[config.mk]
export PLATFORM = sky130hd
export DESIGN_NAME = zx8x_tape_player_flat
export DESIGN_NICKNAME = d
export VERILOG_FILES = /design/src/rtl/zx8x_tape_player_if.sv /design/src/rtl/zx8x_tape_player.sv /design/src/flat_wrapper.sv
export SDC_FILE = /design/constraint.sdc
export NUM_CORES = 1
export LEC_CHECK = 0
export ABC_CLOCK_PERIOD_IN_PS = 3750
export BUFFER_PORTS_ARGS = -buffer_cell sky130_fd_sc_hd__buf_2
export CAP_MARGIN = 40
export CORE_ASPECT_RATIO = 1.4
export CORE_MARGIN = 3
export CORE_UTILIZATION = 38
export CTS_BUF_LIST = sky130_fd_sc_hd__clkbuf_8 sky130_fd_sc_hd__clkbuf_16
export DETAILED_ROUTE_END_ITERATION = 12
export PLACE_DENSITY = 0.64
export SYNTH_ARGS = -nofsm -noshare
export SYNTH_HDL_FRONTEND = slang
export SYNTH_SLANG_ARGS = --single-unit
export TNS_END_PERCENT = 1
[constraint.sdc]
create_clock -name clk_sys -period 3.75 [get_ports clk_sys]
set_clock_uncertainty 0.05 [all_clocks]
set_input_delay 0 -clock clk_sys [delete_from_list [all_inputs] [get_ports clk_sys]]
set_output_delay 0 -clock clk_sys [all_outputs]
set_load 0.01 [all_outputs]
[src/rtl/zx8x_tape_player_if.sv]
// Tape buffer read port of the ZX80/ZX81 tape player.
// The player drives the address; the buffer answers two clocks later.
interface zx8x_tape_player_if #(
  parameter int ADDR_W = 14
);
  logic [ADDR_W-1:0] mem_addr;
  logic [7:0]        mem_data;

  modport master (
    output mem_addr,
    input  mem_data
  );

  modport slave (
    input  mem_addr,
    output mem_data
  );
endinterface

[src/rtl/zx8x_tape_player.sv]
// ZX80/ZX81 cassette replay: leader, one name byte, then tape_len buffer
// bytes, each bit sent MSB first as 4 or 9 pulses plus a silence gap.
module zx8x_tape_player #(
  parameter int         ADDR_W    = 14,
  parameter int         T_HALF    = 975,
  parameter int         T_GAP     = 8450,
  parameter int         T_LEADER  = 3250000,
  parameter logic [7:0] NAME_BYTE = 8'hA6
) (
  input  logic              clk_sys,
  input  logic              reset_n,
  input  logic              ce,
  input  logic              start,
  input  logic              stop,
  input  logic [ADDR_W-1:0] tape_len,
  zx8x_tape_player_if.master mem,
  output logic              tape_out,
  output logic              busy,
  output logic              done
);

  localparam int P1    = (T_LEADER > T_GAP) ? T_LEADER : T_GAP;
  localparam int P2    = (P1 > T_HALF) ? P1 : T_HALF;
  localparam int CNT_W = $clog2(P2 + 4);

  localparam logic [CNT_W-1:0] C_LEAD  = CNT_W'(T_LEADER - 1);
  localparam logic [CNT_W-1:0] C_HALF  = CNT_W'(T_HALF - 1);
  localparam logic [CNT_W-1:0] C_GAP   = CNT_W'(T_GAP - 1);
  localparam logic [CNT_W-1:0] C_FETCH = CNT_W'(2);

  typedef enum logic [2:0] {
    IDLE, LEADER, FETCH, PULSE_HI,
    PULSE_LO, GAP, FINISH
  } state_t;

  state_t            state_q, state_d;
  logic [CNT_W-1:0]  cnt_q, cnt_d;
  logic [ADDR_W-1:0] len_q, len_d;
  logic [ADDR_W-1:0] idx_q, idx_d;
  logic [ADDR_W-1:0] addr_q, addr_d;
  logic [ADDR_W-1:0] idx_nx;
  logic              sel_q, sel_d;
  logic [7:0]        shreg_q, shreg_d;
  logic [7:0]        fetch_b;
  logic [2:0]        bitcnt_q, bitcnt_d;
  logic [3:0]        pcnt_q, pcnt_d;
  logic              out_q, out_d;
  logic              busy_q, busy_d;
  logic              done_q, done_d;
  logic              zero;

  always_ff @(posedge clk_sys or negedge reset_n) begin
    if (!reset_n) begin
      state_q  <= IDLE;
      cnt_q    <= '0;
      len_q    <= '0;
      idx_q    <= '0;
      addr_q   <= '0;
      sel_q    <= 1'b0;
      shreg_q  <= '0;
      bitcnt_q <= '0;
      pcnt_q   <= '0;
      out_q    <= 1'b0;
      busy_q   <= 1'b0;
      done_q   <= 1'b0;
    end else begin
      state_q  <= state_d;
      cnt_q    <= cnt_d;
      len_q    <= len_d;
      idx_q    <= idx_d;
      addr_q   <= addr_d;
      sel_q    <= sel_d;
      shreg_q  <= shreg_d;
      bitcnt_q <= bitcnt_d;
      pcnt_q   <= pcnt_d;
      out_q    <= out_d;
      busy_q   <= busy_d;
      done_q   <= done_d;
    end
  end

  always_comb begin
    state_d  = state_q;
    cnt_d    = cnt_q;
    len_d    = len_q;
    idx_d    = idx_q;
    addr_d   = addr_q;
    sel_d    = sel_q;
    shreg_d  = shreg_q;
    bitcnt_d = bitcnt_q;
    pcnt_d   = pcnt_q;
    idx_nx   = idx_q;
    zero     = (cnt_q == '0);
    fetch_b  = sel_q ? NAME_BYTE : mem.mem_data;
    unique case (state_q)
      IDLE: begin
        if (start) begin
          len_d   = tape_len;
          idx_d   = '0;
          sel_d   = 1'b1;
          cnt_d   = C_LEAD;
          state_d = LEADER;
        end
      end
      LEADER: begin
        if (ce && zero) begin
          cnt_d   = C_FETCH;
          state_d = FETCH;
        end else if (ce) begin
          cnt_d = cnt_q - 1'b1;
        end
      end
      // Buffer bytes wait out the two-clock read latency; ce plays no part.
      FETCH: begin
        if (sel_q || zero) begin
          shreg_d  = fetch_b;
          bitcnt_d = 3'd7;
          pcnt_d   = fetch_b[7] ? 4'd9 : 4'd4;
          cnt_d    = C_HALF;
          state_d  = PULSE_HI;
        end else begin
          cnt_d = cnt_q - 1'b1;
        end
      end
      PULSE_HI: begin
        if (ce && zero) begin
          cnt_d   = C_HALF;
          state_d = PULSE_LO;
        end else if (ce) begin
          cnt_d = cnt_q - 1'b1;
        end
      end
      PULSE_LO: begin
        if (ce && zero) begin
          pcnt_d = pcnt_q - 1'b1;
          if (pcnt_q != 4'd1) begin
            cnt_d   = C_HALF;
            state_d = PULSE_HI;
          end else begin
            cnt_d   = C_GAP;
            state_d = GAP;
          end
        end else if (ce) begin
          cnt_d = cnt_q - 1'b1;
        end
      end
      GAP: begin
        if (ce && zero) begin
          if (bitcnt_q != 3'd0) begin
            bitcnt_d = bitcnt_q - 1'b1;
            shreg_d  = {shreg_q[6:0], 1'b0};
            pcnt_d   = shreg_q[6] ? 4'd9 : 4'd4;
            cnt_d    = C_HALF;
            state_d  = PULSE_HI;
          end else begin
            if (sel_q) sel_d = 1'b0;
            else       idx_nx = idx_q + 1'b1;
            idx_d = idx_nx;
            if (idx_nx < len_q) begin
              addr_d  = idx_nx;
              cnt_d   = C_FETCH;
              state_d = FETCH;
            end else begin
              state_d = FINISH;
            end
          end
        end else if (ce) begin
          cnt_d = cnt_q - 1'b1;
        end
      end
      FINISH:  state_d = IDLE;
      default: state_d = IDLE;
    endcase
    if (stop) state_d = IDLE;
    out_d  = (state_d == PULSE_HI);
    busy_d = (state_d != IDLE);
    done_d = (state_q == FINISH) && !stop;
  end

  assign mem.mem_addr = addr_q;
  assign tape_out     = out_q;
  assign busy         = busy_q;
  assign done         = done_q;

endmodule

[src/flat_wrapper.sv]
// flat-port wrapper written by rule: the top's interface ports become plain ports
module zx8x_tape_player_flat 
#(
  parameter int         ADDR_W    = 14,
  parameter int         T_HALF    = 975,
  parameter int         T_GAP     = 8450,
  parameter int         T_LEADER  = 3250000,
  parameter logic [7:0] NAME_BYTE = 8'hA6
)
  (clk_sys, reset_n, ce, start, stop, tape_len, tape_out, busy, done, mem_mem_addr, mem_mem_data);
  zx8x_tape_player_if #(.ADDR_W(ADDR_W)) mem_i ();
  input  logic clk_sys;
  input  logic reset_n;
  input  logic ce;
  input  logic start;
  input  logic stop;
  input  logic [ADDR_W-1:0] tape_len;
  output logic tape_out;
  output logic busy;
  output logic done;
  output wire logic [$bits(mem_i.mem_addr)-1:0] mem_mem_addr;
  input wire logic [$bits(mem_i.mem_data)-1:0] mem_mem_data;
  assign mem_mem_addr = mem_i.mem_addr;
  assign mem_i.mem_data = mem_mem_data;
  zx8x_tape_player #(.ADDR_W(ADDR_W), .T_HALF(T_HALF), .T_GAP(T_GAP), .T_LEADER(T_LEADER), .NAME_BYTE(NAME_BYTE)) u_core (.clk_sys(clk_sys), .reset_n(reset_n), .ce(ce), .start(start), .stop(stop), .tape_len(tape_len), .mem(mem_i), .tape_out(tape_out), .busy(busy), .done(done));
endmodule
-- Word-level counts from Yosys, hierarchy flattened
Index checks and enable logic that the tools add are counted.
- register bits after elaboration: 85
- bits in latches: 0
- memory bits (writable): 0
- bits in read-only memories: 0
- input port bits: 27
- output and inout port bits: 17
- word-level logic and storage cells: 101
- memories kept: 0
- $add $sub $neg: 4
- multiply operators: 0
- divide/modulo/power cells: 0
- magnitude comparators: 1
- equality and inequality tests: 15
- shift operators: 0
- multiplexer cells: 50
- bitwise operators: 1
- reduce and logical (&&, ||, !) cells: 18
- operator list (kind ; number):
    $mux 22 ; 9
    $pmux 22 s6 ; 1
    $mux 14 ; 8
    $mux 3 ; 13
    $pmux 14 s2 ; 1
    $mux 4 ; 6
    $logic_not 22->1 ; 1
    $sub 22x1->22 const B ; 1
    $mux 7 ; 3
    $pmux 3 s6 ; 1
    $add 14x1->14 const B ; 1
    $lt 14x14->1 ; 1
    $pmux 7 s2 ; 1
    $pmux 4 s3 ; 1
    $reduce_and 4->1 ; 3
    $eq 3x2->1 const B ; 3
    $eq 3x3->1 const B ; 3
    $reduce_bool 3->1 ; 3
    $mux 8 ; 1
    $ne 2x1->1 const B ; 4
    $pmux 3 s2 ; 1
    $reduce_bool 6->1 ; 1
    $reduce_and 5->1 ; 1
    $ne 2x2->1 const B ; 2
    other kinds (15) ; 19

-- Depth between registers and ports, before layout
Gate-level depths: netlist of the first run.
- depth in word-level cells: 12
- gate-level depth with buffers: 15
- depth with buffers taken out: 13

-- Least setup slack after synthesis of the first run
No wires, ideal clock.
- kind: flip-flop to flip-flop
- start point: register u_core.sel_q
- end point: register u_core.cnt_q[13]
- library setup time: 126 ps
- data arrival time: 3311 ps
- data required time: 3574 ps
- slack: 263 ps
- stages on the path, launching flop included: 14
- buffers on the path: 1
- clock period less this slack: 3487 ps
- path through: dfrtp_1 buf_2 nand4b_1 nor2_1 and3_1 nor3b_1 xor2_1 ha_1 nand4_1 nor2_1 nor4_2 a21oi_4 or2_2 a221o_1
- cells in the longest elaborated chain, start to end: 7
- elaborated cells on any way between the ends: 10
- those cells by class: 1 x order compare; 1 x eq/ne; 6 x mux; 2 x reduce/logical
- RTL lines (element ; RTL line ; source):
    start, declared ; zx8x_tape_player.sv:42 ; logic sel_q, sel_d;
    start signal, assigned ; zx8x_tape_player.sv:72 ; sel_q <= sel_d;
    $mux 14 ; zx8x_tape_player.sv:156 ; if (sel_q) sel_d = 1'b0;
    $mux 14 ; zx8x_tape_player.sv:149 ; if (bitcnt_q != 3'd0) begin
    $mux 14 ; zx8x_tape_player.sv:148 ; if (ce && zero) begin
    $mux 14 ; zx8x_tape_player.sv:95 ; unique case (state_q)
    $lt 14x14->1 ; zx8x_tape_player.sv:159 ; if (idx_nx < len_q) begin
    $ne 4x4->1 (no source line) ; - ;
    $reduce_and 3->1 (no source line) ; - ;
    end signal, assigned ; zx8x_tape_player.sv:68 ; cnt_q <= cnt_d;
    end, declared ; zx8x_tape_player.sv:37 ; logic [CNT_W-1:0] cnt_q, cnt_d;
Several ways; a longest one is shown, not always the timed one. The select of a mux whose other input is x is not followed.
A chain may end at the register's enable or synchronous reset.

-- Worst setup path in the final report of the first run
- start point: register u_core.idx_q[0]
- end point: register u_core.cnt_q[13]
- cells in the longest elaborated chain, start to end: 8
- RTL lines (element ; RTL line ; source):
    start, declared ; zx8x_tape_player.sv:39 ; logic [ADDR_W-1:0] idx_q, idx_d;
    start signal, assigned ; zx8x_tape_player.sv:70 ; idx_q <= idx_d;
    $add 14x1->14 ; zx8x_tape_player.sv:157 ; else idx_nx = idx_q + 1'b1;
    $mux 14 * ; zx8x_tape_player.sv:156 ;
    $mux 14 * ; zx8x_tape_player.sv:149 ;
    $mux 14 * ; zx8x_tape_player.sv:148 ;
    $mux 14 * ; zx8x_tape_player.sv:95 ;
    $lt 14x14->1 * ; zx8x_tape_player.sv:159 ;
    $ne 4x4->1 (no source line) * ; - ;
    $reduce_and 3->1 (no source line) * ; - ;
Mark *: on every way between the ends. The rest lies on a longest branch, timed or not. The select of a mux whose other input is x is not followed.

==> results of run 1 <==
-- state kept, by name, summed over array words and instances, names as in the netlist --
name / count
u_core.pcnt_q: 4
u_core.len_q: 14
u_core.shreg_q: 7
u_core.idx_q: 14
u_core.busy: 1
u_core.mem.mem_addr: 14
u_core.state_q: 3
u_core.sel_q: 1
u_core.tape_out: 1
u_core.cnt_q: 22
u_core.bitcnt_q: 3
u_core.done: 1
-- cells by family (layout without fill, tap and decap cells) --
kind of cell             count (synthesis)  after routing  synth area share, %
AND/OR/NAND/NOR                        217            217                 22.5
AO/OA/AOI/OAI                          166            166                 21.4
flip-flops                              85             85                 40.1
buffers and inverters                   66            134                 5.75
adder cells (fa/ha/maj)                 19             19                 4.48
XOR/XNOR                                15             15                 2.48
multiplexers                            14             14                 3.33
-- synthesized netlist by cell type (4+ instances only) --
library cell / instances / area share [%]
buf_2: 10 / 0.94
nor3_1: 21 / 2.0
nand2_1: 58 / 4.1
nor2b_1: 5 / 0.59
and3_1: 4 / 0.47
and2_1: 4 / 0.47
o31ai_1: 22 / 3.1
a211oi_1: 4 / 0.57
mux2_2: 6 / 1.3
buf_6: 5 / 1.1
clkbuf_1: 16 / 1.1
dfrtp_1: 85 / 40
o31a_1: 4 / 0.66
o21ai_0: 54 / 5.1
a31oi_1: 11 / 1.3
ha_1: 19 / 4.5
nand2b_1: 4 / 0.47
a32o_1: 8 / 1.5
xor2_1: 7 / 1.2
nand3_1: 23 / 2.2
nand4_1: 5 / 0.59
xnor2_1: 8 / 1.3
o211ai_1: 8 / 1.1
mux2_4: 5 / 1.4
a21oi_1: 17 / 1.6
or3_1: 8 / 0.94
inv_1: 30 / 2.1
nor2_1: 45 / 3.2
-- path summary, 6_finish.rpt --
path | slack (ns) | start | endpoint | cells after the start
setup / recovery | 0.23 | u_core.idx_q[0] | u_core.cnt_q[13] | 13
hold / removal | 0.04 | start | u_core.sel_q | 3
setup reg to reg | 0.23 | u_core.idx_q[0] | u_core.cnt_q[13] | 13
hold reg to reg | 0.44 | u_core.mem.mem_addr[10] | u_core.mem.mem_addr[10] | 1
max in group asynchronous | 2.57 | reset_n | u_core.idx_q[9] | 3
min in group asynchronous | 0.22 | reset_n | u_core.len_q[3] | 2
-- power by group --
part           leakage, uW  switching, uW  internal, uW  total [uW]
combinational      0.00159            202           143         345
sequential         0.00107           55.4           975        1030
clock             0.000157            393           592         985
total              0.00282            650          1710        2360
-- area by class of cell --
type / count / area, um^2 / area share, %
timing repair buffer: 87 / 608 / 9.67
clock inverter: 7 / 103 / 1.63
tap: 182 / 228 / 3.62
inverter: 31 / 116 / 1.85
multi-input combinational: 431 / 2880 / 45.8
clock buffer: 9 / 225 / 3.58
sequential: 85 / 2130 / 33.8
-- through the flow --
step           util (%)  setup TNS, ns  area [um^2]
2_1_floorplan         -              0         5310
3_3_place_gp       41.9              0         5670
3_5_place_dp       42.0              0         5680
4_1_cts            46.4              0         6270
5_1_grt            46.6       -0.00133         6290
6_report           46.6              0         6290
-- cells in the final DEF, fill, tap and decap left out, types with 19 or more instances in the layout --
cell	n
nand2_1	58
dfrtp_1	85
o21ai_0	54
buf_2	42
ha_1	19
dlygate4sd3_1	24
nand3_1	23
buf_4	21
nor2_1	44
nor3_1	21
o31ai_1	22
inv_1	30
-- timing repair --
item / CTS / global route
setup buffers: 3 / 1
resized for setup: 0 / 3
gates cloned: 0 / 0
hold buffers: 24 / 0
endpoints found under the hold margin: 83 / 0
endpoints found under the setup margin: 3 / 32
pin swaps: 1 / 1
-- metal layers --
| layer | vias up | share of wire, % | GRT usage [%] |
|---|---|---|---|
| met5 | - | 0 | 0 |
| met4 | 0 | 3.5 | 8.49 |
| met3 | 39 | 4.3 | 3.42 |
| met2 | 173 | 51 | 31.3 |
| met1 | 2341 | 42 | 21.8 |
| li1 | 2252 | - | - |
-- worst max-delay path: cells and delay by family (launching register included) --
family                   cells  cell delay, ns
AO/OA/AOI/OAI                2            0.43
AND/OR/NAND/NOR              8            1.79
buffers and inverters        1            0.18
flip-flops                   1            0.43
adder cells (fa/ha/maj)      1            0.28
XOR/XNOR                     1            0.23
==> flow_metrics.py, run 1 <==
metrics = {
    "logic_synthesis": {
        "synthFlopType": "dfrtp_1",
        "synth_fp_nets": 628,
        "ys_types": 81,
        "synth-edff-count": 0,
        "synth.avg_cell_area_um2": 9.12,
        "netlist_instances": 582,
        "synth_area_um2": 5310,
        "yosys_warnings": 0,
        "ys_seq_area_share_pct": 40.1,
        "synth-seq-cells": 85,
        "synthArstFlopShare_pct": 100,
    },
    "detailed_routing": {
        "post_drt_via_cell_ratio": 5.78,
        "drc": 0,
        "drt_iter0_markers": 320,
        "wl_um": 14000,
        "first_pass_iters": 5,
        "antenna_left": 0,
        "vias": 4805,
        "post_drt_wl_per_cell_um": 16.8,
    },
    "sta": {
        "drv_slew": 0,
        "hold_viol_final": 0,
        "max_freq_mhz": 284,
        "holdWs_ns": 0.0406,
        "fin_ws_ns": 0.228,
        "worst_pin_slew_ns": 0.743,
        "layout_worst_path_cycle_share_pct": 93.9,
        "finalSetupViolCount": 0,
        "min_period_ns": 3.52,
        "relSlewSlack_pct": 50.5,
    },
    "placed_design": {
        "port_buffers": 43,
        "dp_cells": 788,
        "post-place-ws_ns": 0.00272,
        "place_congestion": 0.866,
        "dp_hpwl_um": 9930,
    },
    "floorplanning": {
        "num_rows": 50,
        "chipHeight_um": 146,
        "initial_utilization_pct": 39.3,
        "coreArea_um2": 13500,
        "die_x_um": 106,
        "io_pins": 44,
        "dieArea_um2": 15400,
    },
    "setup_path": {
        "endpoint_kind": "flop",
        "cp-start-kind": "flop",
        "critical_path_class": "flop to flop",
        "required_ns": 3.92,
        "cp.arrival_ns": 3.69,
        "crit_slowest_cell": "dfrtp_1",
        "crit_fanout": 5,
        "max_stage_delay_ns": 0.43,
        "cp_cell_sequence": "nand4b_1 -> nor2_2 -> and3_1 -> nor3b_1 -> xor2_1 -> ha_1 -> nand4_1 -> nor2_1 -> nor4_2 -> buf_4 -> a21oi_4 -> or2_2 -> a221o_1",
    },
    "clocking": {
        "clock-root-buffer": "clkbuf_16",
        "cts.path.max_buffers": 2,
        "clock-sinks": 85,
        "numCtsBuffers": 9,
        "insertion_delay_ns": 0.34,
        "cts_tree": "built",
        "cts_max_level": 3,
        "clkTransAtPathRegs_ns": 0.07,
    },
    "power_and_ir_drop": {
        "p_leak_uw": 0.00282,
        "vdd_drop_max_mv": 0.175,
        "power_uw": 2360,
        "p_per_area_nw_per_um2": 375,
    },
    "status": {
        "status": "complete, no violations",
    },
    "grt": {
        "grt_pass1_wl_um": 22800,
        "antenna_found_initial": 0,
        "grt_use_total_pct": 18.2,
        "grt-ovfl-total": 0,
        "grt_pass1_vias": 4554,
        "grt_max_degree": 57,
    },
    "layout": {
        "nFillCells": 1307,
        "area_growth_pct": 18.6,
        "layout.cells.non_filler": 832,
        "diodes": 0,
        "fin_nets": 691,
        "drive_above_1_share_pct": 18.3,
    },
    "flow_run": {
        "cap_viol_max_count": 0,
    },
    "hold_path": {
        "hp-class": "primary input to flop",
    },
}
Note: power is estimated with default switching activity, not from simulation.
==> run 2, diff against run 1 <==
--- a/config.mk
+++ b/config.mk
@@ -5,15 +5,16 @@
 export SDC_FILE = /design/constraint.sdc
 export NUM_CORES = 1
 export LEC_CHECK = 0
-export ABC_CLOCK_PERIOD_IN_PS = 3750
+export ABC_CLOCK_PERIOD_IN_PS = 3800
 export BUFFER_PORTS_ARGS = -buffer_cell sky130_fd_sc_hd__buf_2
 export CAP_MARGIN = 40
 export CORE_ASPECT_RATIO = 1.4
 export CORE_MARGIN = 3
 export CORE_UTILIZATION = 38
 export CTS_BUF_LIST = sky130_fd_sc_hd__clkbuf_8 sky130_fd_sc_hd__clkbuf_16
+export CTS_CLUSTER_SIZE = 30
 export DETAILED_ROUTE_END_ITERATION = 12
-export PLACE_DENSITY = 0.64
+export PLACE_DENSITY = 0.62
 export SYNTH_ARGS = -nofsm -noshare
 export SYNTH_HDL_FRONTEND = slang
 export SYNTH_SLANG_ARGS = --single-unit
==> constraint.sdc (replaced) <==
create_clock -name clk_sys -period 3.8 [get_ports clk_sys]
set_clock_uncertainty 0.05 [all_clocks]
set_input_delay 0 -clock clk_sys [delete_from_list [all_inputs] [get_ports clk_sys]]
set_output_delay 0 -clock clk_sys [all_outputs]
set_load 0.01 [all_outputs]
==> flow_metrics.py, run 2 (synthesis results as in run 1) <==
metrics = {
    "grt": {
        "grt_max_degree": 51,
        "grt-ovfl-total": 0,
        "grt_pass1_vias": 4765,
        "grt_pass1_wl_um": 23400,
        "grt_use_total_pct": 18.5,
        "antenna_found_initial": 0,
    },
    "clocking": {
        "clock-sinks": 85,
        "cts.path.max_buffers": 2,
        "clkTransAtPathRegs_ns": 0.07,
        "insertion_delay_ns": 0.35,
        "cts_max_level": 3,
        "cts_tree": "built",
        "post_cts_buffers": 0,
        "numCtsBuffers": 9,
        "clock-root-buffer": "clkbuf_16",
    },
    "placed_design": {
        "dp_cells": 785,
        "dp_hpwl_um": 10100,
        "port_buffers": 43,
        "place_congestion": 0.923,
    },
    "floorplanning": {
        "dieArea_um2": 15400,
        "die_x_um": 106,
        "num_rows": 50,
        "coreArea_um2": 13500,
        "chipHeight_um": 146,
        "initial_utilization_pct": 39.3,
        "io_pins": 44,
    },
    "layout": {
        "area_growth_pct": 18.3,
        "diodes": 0,
        "regMostFlops": "u_core.cnt_q",
        "largest_reg_flops": 22,
        "layout.cells.non_filler": 825,
        "final_common_cell": "dfrtp_1",
        "fin_util_pct": 46.4,
        "fin_nets": 684,
        "layout_common_cells": "dfrtp_1 (85), nand2_1 (58), o21ai_0 (54), nor2_1 (44), buf_2 (42)",
        "drive_above_1_share_pct": 17.7,
    },
    "sta": {
        "holdWs_ns": 0.0615,
        "min_period_ns": 3.57,
        "max_freq_mhz": 280,
        "worst_pin_slew_ns": 0.847,
        "finalSetupViolCount": 0,
        "drv_slew": 0,
        "relSlewSlack_pct": 43.2,
        "hold_viol_final": 0,
        "layout_worst_path_cycle_share_pct": 93.9,
    },
    "setup_path": {
        "endpoint_kind": "flop",
        "critical_path_class": "flop to flop",
        "required_ns": 4.03,
        "crit_fanout": 17,
        "cp-start-kind": "flop",
        "cp.arrival_ns": 3.79,
    },
    "detailed_routing": {
        "vias": 4770,
        "drc": 0,
        "post_drt_wl_per_cell_um": 17.2,
        "post_drt_via_cell_ratio": 5.78,
        "drt_iter0_markers": 359,
        "first_pass_iters": 5,
        "wl_um": 14200,
        "antenna_left": 0,
    },
    "flow_run": {
        "cap_viol_max_count": 0,
    },
    "status": {
        "status": "complete, no violations",
    },
    "power_and_ir_drop": {
        "p_per_area_nw_per_um2": 367,
        "vdd_drop_max_mv": 0.175,
        "power_uw": 2300,
        "p_leak_uw": 0.00281,
    },
    "hold_path": {
        "hp-class": "primary input to flop",
    },
}
run 2: final cells by class:
class	instances	area, um^2
Clock inverter	6	76.3
Inverter	31	116
Tap cell	182	228
Fill cell	1296	7240
Clock buffer	10	239
Multi-Input combinational cell	431	2910
Timing Repair Buffer	80	576
Sequential cell	85	2130
run 2: per-stage QoR:
stage	cell area (um^2)	setup slack, ns	TNS, ns
after floorplan	5310	0.313	0
after global placement	5640	0.243	0
after detailed placement	5680	0.0998	0
after CTS	6230	0.0739	0
after global routing	6270	-0.00707	-0.00707
final	6270	0.233	0
run 2: worst max-delay path, stage by stage, from the launching register on:
cell and delay, ns:
dfrtp_1 0.38, nand4b_1 0.26, nor2_2 0.20, and3_1 0.29, nand3_1 0.12, xnor2_1 0.27, ha_1 0.31, a211oi_1 0.21
nor2_1 0.11, nor4_4 0.40, a21oi_4 0.11, buf_4 0.23, nor2_2 0.31, a32o_1 0.22
run 2: metal layers:
metal  up-vias  global-route usage, %  part of all wire, %
li1       2252                      -                    -
met1      2287                   22.5                   41
met2       182                   31.3                   49
met3        49                   3.06                  5.5
met4         0                   9.92                  4.1
met5         -                      0                    0
run 2: worst paths after layout:
check	cells past startpoint	slack [ns]	endpoint	start
hold / removal	3	0.06	u_core.sel_q	start
hold reg to reg	1	0.44	u_core.mem.mem_addr[10]	u_core.mem.mem_addr[10]
min in group asynchronous	2	0.14	u_core.cnt_q[12]	reset_n
max in group asynchronous	3	2.94	u_core.state_q[0]	reset_n
setup reg to reg	13	0.23	u_core.cnt_q[1]	u_core.sel_q
setup / recovery	13	0.23	u_core.cnt_q[1]	u_core.sel_q
run 2: timing repair:
action | CTS | global route
gates resized for setup | 0 | 7
setup endpoints to repair | 0 | 37
endpoints found under the hold margin | 63 | 0
hold buffers | 24 | 0
run 2: where the power goes:
part | internal [uW] | leakage [uW] | total, uW | switching, uW
Sequential | 962 | 0.00107 | 1020 | 60.3
Clock | 541 | 0.000156 | 942 | 401
Combinational | 140 | 0.00158 | 339 | 199
